==> config.mk <==
export PLATFORM = sky130hd
export DESIGN_NAME = link_tx_train
export DESIGN_NICKNAME = d
export VERILOG_FILES = /design/src/rtl/link_pkg.sv /design/src/rtl/link_pat_gen.sv /design/src/rtl/link_tx_train.sv
export SDC_FILE = /design/constraint.sdc
export NUM_CORES = 1
export LEC_CHECK = 0
export ABC_AREA = 1
export CAP_MARGIN = 30
export CORE_MARGIN = 10
export CORE_UTILIZATION = 45
export DETAILED_ROUTE_END_ITERATION = 12
export GPL_TIMING_DRIVEN = 0
export PLACE_DENSITY = 0.87
export RECOVER_POWER = 25
export SLEW_MARGIN = 15
export SYNTH_ARGS = -nofsm -noshare
export SYNTH_HDL_FRONTEND = slang
export SYNTH_HIERARCHICAL = 1
export SYNTH_SLANG_ARGS = --single-unit
==> constraint.sdc <==
create_clock -name clock -period 7.2 [get_ports clock]
set_input_delay 1.08 -clock clock [delete_from_list [all_inputs] [get_ports clock]]
set_output_delay 1.08 -clock clock [all_outputs]
set_load 0.02 [all_outputs]
==> src/rtl/link_pkg.sv <==
// Shared definitions for the serial-link transmit trainer and its receive-side
// counterpart: FSM state encoding and the nibbles used to build training words.
package link_pkg;

  typedef enum logic [1:0] {
    IDLE,
    TRAIN,
    GUARD,
    DATA
  } tx_state_e;

  localparam logic [3:0] NIB_5 = 4'h5;
  localparam logic [3:0] NIB_A = 4'hA;

endpackage

==> src/rtl/link_pat_gen.sv <==
// Training word generator: alternates PAT_A (0x55..) and PAT_B (0xAA..).
// The phase register restarts at PAT_A on clear, and flips on each advance.
module link_pat_gen
  import link_pkg::*;
#(
  parameter int W = 128
) (
  input  logic         clock,
  input  logic         reset,
  input  logic         clear,
  input  logic         advance,
  output logic [0:W-1] word,
  output logic         phase_is_b
);

  localparam logic [0:W-1] PAT_A = {(W/4){NIB_5}};
  localparam logic [0:W-1] PAT_B = {(W/4){NIB_A}};

  // Phase toggles once per emitted word; clear wins so every restart begins on PAT_A
  always_ff @(posedge clock) begin
    if (reset || clear) begin
      phase_is_b <= 1'b0;
    end else if (advance) begin
      phase_is_b <= ~phase_is_b;
    end
  end

  // Word is a pure function of the phase so the top can register it directly
  always_comb begin
    word = phase_is_b ? PAT_B : PAT_A;
  end

endmodule

==> src/rtl/link_tx_train.sv <==
// Transmit-side link trainer. Sends alternating training words until the far
// end reports lock, then guard words, then user data via valid/ready.
// Optional feature: define LINK_TX_RETRAIN_EN to fall back to TRAIN when the
// far-end lock is lost for two consecutive cycles while in DATA.
module link_tx_train
  import link_pkg::*;
#(
  parameter int           W           = 128,
  parameter int           TRAIN_MIN   = 64,
  parameter int           GUARD_WORDS = 8,
  parameter int           TIMEOUT     = 4096,
  parameter logic [0:W-1] IDLE_WORD   = '0
) (
  input  logic         clock,
  input  logic         reset,
  input  logic         start,
  input  logic         remote_aligned,
  input  logic [0:W-1] in_data,
  input  logic         in_valid,
  output logic         in_ready,
  output logic [0:W-1] odata,
  output logic         training,
  output logic         link_up,
  output logic         train_fail
);

  localparam int WCW = $clog2(TRAIN_MIN + 1);
  localparam int TOW = $clog2(TIMEOUT);
  localparam int GCW = $clog2(GUARD_WORDS);

  localparam logic [WCW-1:0] TRAIN_MIN_C  = WCW'(TRAIN_MIN);
  localparam logic [TOW-1:0] TIMEOUT_LAST = TOW'(TIMEOUT - 1);
  localparam logic [GCW-1:0] GUARD_LAST   = GCW'(GUARD_WORDS - 1);

  tx_state_e      state;
  logic [WCW-1:0] word_cnt;
  logic [WCW-1:0] word_cnt_inc;
  logic [TOW-1:0] to_cnt;
  logic [GCW-1:0] guard_cnt;
  logic [0:W-1]   pat_word;
  logic           pat_is_b;
  logic           pat_clear;
  logic           pat_advance;
  logic           in_tg;
  logic           train_exit;
  logic           guard_last;
  logic           accept;
  logic           retrain_now;

  link_pat_gen #(
    .W(W)
  ) u_pat_gen (
    .clock      (clock),
    .reset      (reset),
    .clear      (pat_clear),
    .advance    (pat_advance),
    .word       (pat_word),
    .phase_is_b (pat_is_b)
  );

  // Next-step decisions shared by the FSM and the pattern generator controls
  always_comb begin
    word_cnt_inc = (word_cnt == TRAIN_MIN_C) ? word_cnt : word_cnt + 1'b1;
    in_tg        = (state == TRAIN) || (state == GUARD);
    train_exit   = (state == TRAIN) && (word_cnt_inc == TRAIN_MIN_C) &&
                   remote_aligned && pat_is_b;
    guard_last   = (state == GUARD) && (guard_cnt == GUARD_LAST);
    accept       = (state == DATA) && in_ready && in_valid;
    pat_advance  = start && in_tg;
    pat_clear    = !start || !in_tg || guard_last;
  end

`ifdef LINK_TX_RETRAIN_EN
  logic lost_q;

  // Remembers that lock was missing last cycle while in DATA
  always_ff @(posedge clock) begin
    if (reset || !start || (state != DATA) || retrain_now) begin
      lost_q <= 1'b0;
    end else begin
      lost_q <= !remote_aligned;
    end
  end

  // Second consecutive missing-lock sample in DATA sends the link back to TRAIN
  always_comb begin
    retrain_now = (state == DATA) && !remote_aligned && lost_q;
  end
`else
  // Without retraining, DATA is only left through start=0 or reset
  always_comb begin
    retrain_now = 1'b0;
  end
`endif

  // Main FSM with registered outputs; start=0 forces idle ahead of everything else
  always_ff @(posedge clock) begin
    if (reset || !start) begin
      state      <= IDLE;
      odata      <= '0;
      in_ready   <= 1'b0;
      training   <= 1'b0;
      link_up    <= 1'b0;
      train_fail <= 1'b0;
      word_cnt   <= '0;
      to_cnt     <= '0;
      guard_cnt  <= '0;
    end else begin
      train_fail <= 1'b0;
      case (state)
        IDLE: begin
          state     <= TRAIN;
          odata     <= '0;
          in_ready  <= 1'b0;
          training  <= 1'b0;
          link_up   <= 1'b0;
          word_cnt  <= '0;
          to_cnt    <= '0;
          guard_cnt <= '0;
        end
        TRAIN: begin
          odata    <= pat_word;
          training <= 1'b1;
          link_up  <= 1'b0;
          in_ready <= 1'b0;
          if (train_exit) begin
            state     <= GUARD;
            word_cnt  <= '0;
            to_cnt    <= '0;
            guard_cnt <= '0;
          end else begin
            word_cnt <= word_cnt_inc;
            if (to_cnt == TIMEOUT_LAST) begin
              train_fail <= 1'b1;
              to_cnt     <= '0;
            end else begin
              to_cnt <= to_cnt + 1'b1;
            end
          end
        end
        GUARD: begin
          odata    <= pat_word;
          training <= 1'b1;
          if (guard_last) begin
            state     <= DATA;
            guard_cnt <= '0;
          end else begin
            guard_cnt <= guard_cnt + 1'b1;
          end
        end
        DATA: begin
          // A handshake that completes on the retrain edge is still forwarded
          odata    <= accept ? in_data : IDLE_WORD;
          training <= 1'b0;
          if (retrain_now) begin
            state    <= TRAIN;
            link_up  <= 1'b0;
            in_ready <= 1'b0;
          end else begin
            link_up  <= 1'b1;
            in_ready <= 1'b1;
          end
        end
        default: begin
          state <= IDLE;
          odata <= '0;
        end
      endcase
    end
  end

endmodule

## Word level (Yosys, flattened, before mapping)

Cells that the tools add are included.

- Flip-flop bits (word level): 156
- Input bits: 133

- Eq/ne operators: 9
- Multiplexer cells: 18
- Reduce and logical (&&, ||, !) cells: 24
- Bitwise operators: 3
- $add $sub $neg: 3

Operators by type and width:

| cell | number |
|---|---|
| $pmux 128 s3 | 1 |
| $mux 128 | 2 |
| $mux 12 | 2 |
| $pmux 12 s2 | 1 |
| $eq 7x7->1 const B | 2 |
| $mux 7 | 2 |
| $pmux 7 s2 | 1 |
| $add 12x1->12 const B | 1 |
| $eq 12x12->1 const B | 1 |
| $pmux 3 s3 | 1 |
| $add 7x1->7 const B | 1 |
| $logic_and 1x1->1 | 7 |
| $mux 3 | 2 |
| $pmux 2 s3 | 1 |
| $reduce_or 2->1 | 3 |
| $logic_or 1x1->1 | 5 |
| $eq 2x2->1 const B | 2 |
| $mux 2 | 2 |
| $ne 2x2->1 const B | 2 |
| $pmux 1 s2 | 2 |
| $reduce_bool 2->1 | 2 |
| $add 3x1->3 const B | 1 |
| $eq 3x3->1 const B | 1 |
| $not 1->1 | 3 |
| other kinds (8) | 9 |

## Longest topological paths before layout

- Depth in word-level cells: 8
- Mapped depth: 14

## By module

Netlist, hierarchy kept.

Modules (own cells, without submodules):

| module | area an instance (um^2) | sequential area each (um^2) | times used | cells an instance |
|---|---|---|---|---|
| link_tx_train | 5803.1 | 3103.0 | 1 | 658 |
| link_pat_gen | 998.5 | 20.0 | 1 | 134 |

## Worst setup path before layout

No wires, ideal clock.

- Kind: reg-to-reg
- Start point: register u_pat_gen.phase_is_b
- End point: register odata[101] (netlist bit)
- Arrival: 3042 ps
- Stages on the path, launching flop included: 5
- Buffers on the path: 1
- Slack: 4041 ps
- Data required time: 7083 ps
- Clock period less this slack: 3159 ps
- Setup time: 117 ps
- Path through: dfxtp_1 inv_1 buf_4 a22oi_1 nor2_1

- Longest elaborated chain between the ends: 2

Ends and longest elaborated chain:

| element | line | source |
|---|---|---|
| from (decl) | link_pat_gen.sv:13 | `output logic phase_is_b` |
| from (signal assigned) | link_pat_gen.sv:24 | `phase_is_b <= ~phase_is_b;` |
| $mux 128 | link_pat_gen.sv:30 | `word = phase_is_b ? PAT_B : PAT_A;` |
| net pat_word, one bit | link_tx_train.sv:40 | `logic [0:W-1] pat_word;` |
| $pmux 128 s3 | link_tx_train.sv:110 | `case (state)` |
| to (signal assigned) | link_tx_train.sv:122 | `odata <= pat_word;` |
| to (signal assigned) | link_tx_train.sv:142 | `odata <= pat_word;` |
| to (signal assigned) | link_tx_train.sv:153 | `odata <= accept ? in_data : IDLE_WORD;` |
| to (decl) | link_tx_train.sv:21 | `output logic [0:W-1] odata,` |

The timed path passes the listed nets, and every way through them passes these cells.
A chain may end at the register's enable or synchronous reset.

## Final worst setup path

- Start point: input port start
- End point: register odata[1] (netlist bit)

- Longest elaborated chain between the ends: 2

Ends and longest elaborated chain:

| element | line | source |
|---|---|---|
| from (decl) | link_tx_train.sv:16 | `input logic start,` |
| $logic_not 1->1 | link_tx_train.sv:98 | `if (reset \|\| !start) begin` |
| $logic_or 1x1->1 | link_tx_train.sv:98 |  |

Every way passes these cells.

==> flow_summary.rst <==
.. list-table::
   :header-rows: 1

   * - Metric
     - Value
   * - Share of synthesized cell area in full adder, half adder and majority cells
     - under 10%
   * - Unrepaired setup endpoints after global routing
     - no
   * - Finished Layout Cells
     - 1273
   * - Overall die height
     - approximately 140 µm
   * - Placement row count
     - 44
   * - VDD IR max
     - between 0.15 and 0.2 mV
   * - Routability congestion estimate from global placement
     - between 0.8 and 0.9
   * - Clk root buf
     - sky130_fd_sc_hd__clkbuf_16
   * - Count of inserted antenna diode cells
     - 0
   * - Detail Placement HPWL
     - around 17000 µm
   * - Final Hold Violating Endpoints
     - 0
   * - Clk buf depth
     - 2
   * - Number of remaining DRC errors
     - 0
   * - Final setup violation count
     - 0
   * - Worst r2r path cells
     - 6
   * - Cell area power density
     - between 150 and 200 nW/µm²
   * - Data arrival time at the worst-slack endpoint
     - ~3.3 ns
   * - Crit end category
     - flop
   * - Total number of clock tree sinks
     - roughly 160
   * - Type of element launching the critical path
     - primary input
   * - I/O Buffers
     - roughly 260
   * - Average wire per cell in the routed design
     - 18.1 µm
   * - Count of nets left with antenna violations after detail routing
     - 0
   * - Post-synthesis share of cell area spent on and, or, nand and nor gates
     - about 15%
   * - 1st-pass router iterations
     - 5
   * - Multiplexer fraction of the synthesized cell area
     - 0%
   * - Resized cells post-CTS
     - 0
   * - Nets in the synthesized netlist
     - about 940
   * - Pin count of the biggest net entering global routing
     - 65
   * - Final slew viol count
     - 0
   * - 1st-iter DRT viols
     - around 410
   * - Hold bufs inserted after CTS
     - 0
   * - Syn_area_per_cell
     - 8.59 µm²
   * - Chip width
     - roughly 140 µm
   * - Remaining global-route overflow
     - 0
   * - Worst slew margin relative to its limit
     - between 50% and 60%
   * - Number of filler cells placed in the layout
     - around 1100
   * - Final setup skew
     - between 0.007 and 0.008 ns
   * - Global routing usage on met2
     - about 36%
   * - Global-route wire length before repair
     - 34300 µm
   * - Critical path required time
     - approximately 7.5 ns
   * - Std-Cell Core Area
     - approximately 15000 µm²
   * - GRT Resource Usage Total
     - 21.6%
   * - Summed negative setup slack over all endpoints
     - 0 ns
   * - H-tree depth reported by CTS
     - 4
   * - Routed wire length
     - around 23000 µm
   * - Sequential fraction of the synthesis area
     - ~46%
   * - Clock slew at reported path FFs
     - 0.06 ns
   * - Area growth from synthesis to layout
     - 51.2%
   * - Xor and xnor area share after synthesis
     - 0.625%
   * - Start-to-end type of the worst setup path
     - primary input to flop
   * - Combinational family with the most area after synthesis
     - buffers and inverters
   * - Period minus WS final
     - around 3.0 ns
   * - Global routing usage on met3
     - approximately 8.7%
   * - Storage cell area
     - 3130 µm²
   * - Total number of vias
     - 6395
   * - # Max-Cap Violations
     - 0
   * - Warnings from Yosys
     - 6
   * - Antenna violations before repair
     - 0
   * - Die footprint
     - 20400 µm²
   * - Achievable frequency
     - 334 MHz
   * - Busiest metal layer after global routing
     - met2
   * - Nets
     - 1221
   * - Number of stages on the worst hold path
     - 2
   * - Initial Utilization
     - a little under half
   * - Run status
     - finished clean
   * - Synthesized cell area
     - ~6800 µm²
   * - Share of the synthesized area in compound gates (AO/OA/AOI/OAI)
     - between 15 and 20%
   * - Number of global-route vias before repair
     - approximately 6400
   * - Critical path peak fanout
     - 10
   * - Global Route met1 Usage
     - 23.6%
   * - CTS tree
     - built
   * - Static leakage
     - around 0.004 µW
   * - Final standard cell area without fillers
     - 10300 µm²
   * - Synthesized netlist cell count
     - about 790
   * - Via-per-instance ratio
     - between 5 and 6
   * - Post-placement cell area
     - roughly 9700 µm²
   * - Cts bufs inserted
     - 17
   * - Worst skew pair latency
     - ~0.43 ns
   * - Number of register bits inferred by synthesis
     - roughly 160
   * - Worst Tran Pin Value
     - 0.725 ns
   * - Setup bufs post-CTS
     - 0
   * - Library cells used by synthesis
     - 31
   * - Combined area of the multi-input logic cells
     - between 2000 and 2500 µm²
   * - Worst min path class
     - flop to flop
   * - Placed instance count
     - ~1200
   * - Share of post-route cells with drive strength above 1
     - ~17%
   * - Ports placed on the boundary
     - between 200 and 300
   * - Fin crit share
     - slightly above 40%
-- routing by layer --
metal  vias up  part of all wire [%]  wire length (µm)
li1       3099                     -                 -
met1      2980                    39              8900
met2       273                    48             11100
met3        43                   9.8              2260
met4         0                   3.3               759
met5         -                     0                 0
-- sequential cells by signal, indices dropped and copies added, names as in the netlist --
register,flops
state,2
word_cnt,7
link_up,1
odata,128
guard_cnt,3
training,1
to_cnt,12
train_fail,1
u_pat_gen/phase_is_b,1
-- final cells by class --
cell class              count  area share, %
repair buffers            265           25.9
multi-input cells         426           23.0
clock buffers              24           4.99
plain buffers             174           11.4
flip-flops and latches    156           30.4
well taps                 184           2.24
inverters                  36           1.34
clock inverters             8          0.779
-- layout by cell type (no fill, tap or decap), drive strengths merged --
master,synthesis,final
a21oi,11,11
o21ai,12,12
o21bai,1,1
and3,2,2
nand3,24,24
clkinv,0,3
clkdlybuf4s50,0,231
ha,12,12
nor3,1,1
o22ai,6,6
a211oi,1,1
nor2,162,162
nand2,54,54
dfxtp,156,156
inv,36,37
clkinvlp,0,3
a2bb2oi,1,1
a22oi,128,128
xor2,4,4
clkbuf,30,56
nand3b,1,1
dlygate4sd3,0,33
buf,144,143
bufinv,0,1
or2,1,1
nand4,5,5
-- where the power goes --
part,switching (µW),leakage (µW),total [µW],internal (µW)
logic,137,0.00246,281,144
registers,5.97,0.00126,880,874
clock network,362,0.000284,895,534
total,504,0.00400,2060,1550
-- synth_stat cells, drive strengths merged --
cell     count  share of area [%]
a211oi       1               0.11
a21oi       11               0.81
a22oi      128                 14
a2bb2oi      1               0.13
and3         2               0.18
buf        144                 16
clkbuf      30                1.7
dfxtp      156                 46
ha          12                2.2
inv         36                2.0
nand2       54                3.2
nand3       24                1.9
nand3b       1               0.11
nand4        5               0.46
nor2       162                9.3
nor3         1              0.074
o21ai       12               0.88
o21bai       1               0.11
o22ai        6               0.55
or2          1              0.092
xor2         4               0.63
-- metrics by stage --
stage	utilization [%]	total power, µW	setup WS, ns	hold slack (ns)
floorplan	-	1050	4.04	0.440
global placement	65.8	1170	1.84	0.457
detailed placement	66.0	1180	4.04	0.456
CTS	70.0	2070	4.49	0.466
global route	70.0	2130	4.07	0.492
finish	70.0	2060	4.21	0.462
-- critical path, cell delays in order --
cell and delay (ns):
sky130_fd_sc_hd__dlygate4sd3_1 0.56, sky130_fd_sc_hd__inv_1 0.05, sky130_fd_sc_hd__nor2_1 0.34, sky130_fd_sc_hd__inv_1 0.22, sky130_fd_sc_hd__or2_0 0.29, sky130_fd_sc_hd__clkbuf_1 0.33, sky130_fd_sc_hd__buf_2 0.30, sky130_fd_sc_hd__nor2_1 0.17
-- cell families (layout without fill, tap and decap cells) --
logic type,Yosys count,after routing
xor gates and xnor gates,4,4
adders and majority gates,12,12
and+or+nand+nor,250,250
AOI/OAI and AO/OA,160,160
buffers and inverters,210,507
DFF,156,156
-- path summary, 6_finish.rpt --
path | end | slack [ns] | start
max reg2reg | odata[27] | 4.86 | state[0]
min reg2reg | to_cnt[4] | 0.46 | to_cnt[4]
max | odata[1] | 4.21 | start
min | to_cnt[4] | 0.46 | to_cnt[4]
No activity file was read; power rests on OpenSTA's default activity.
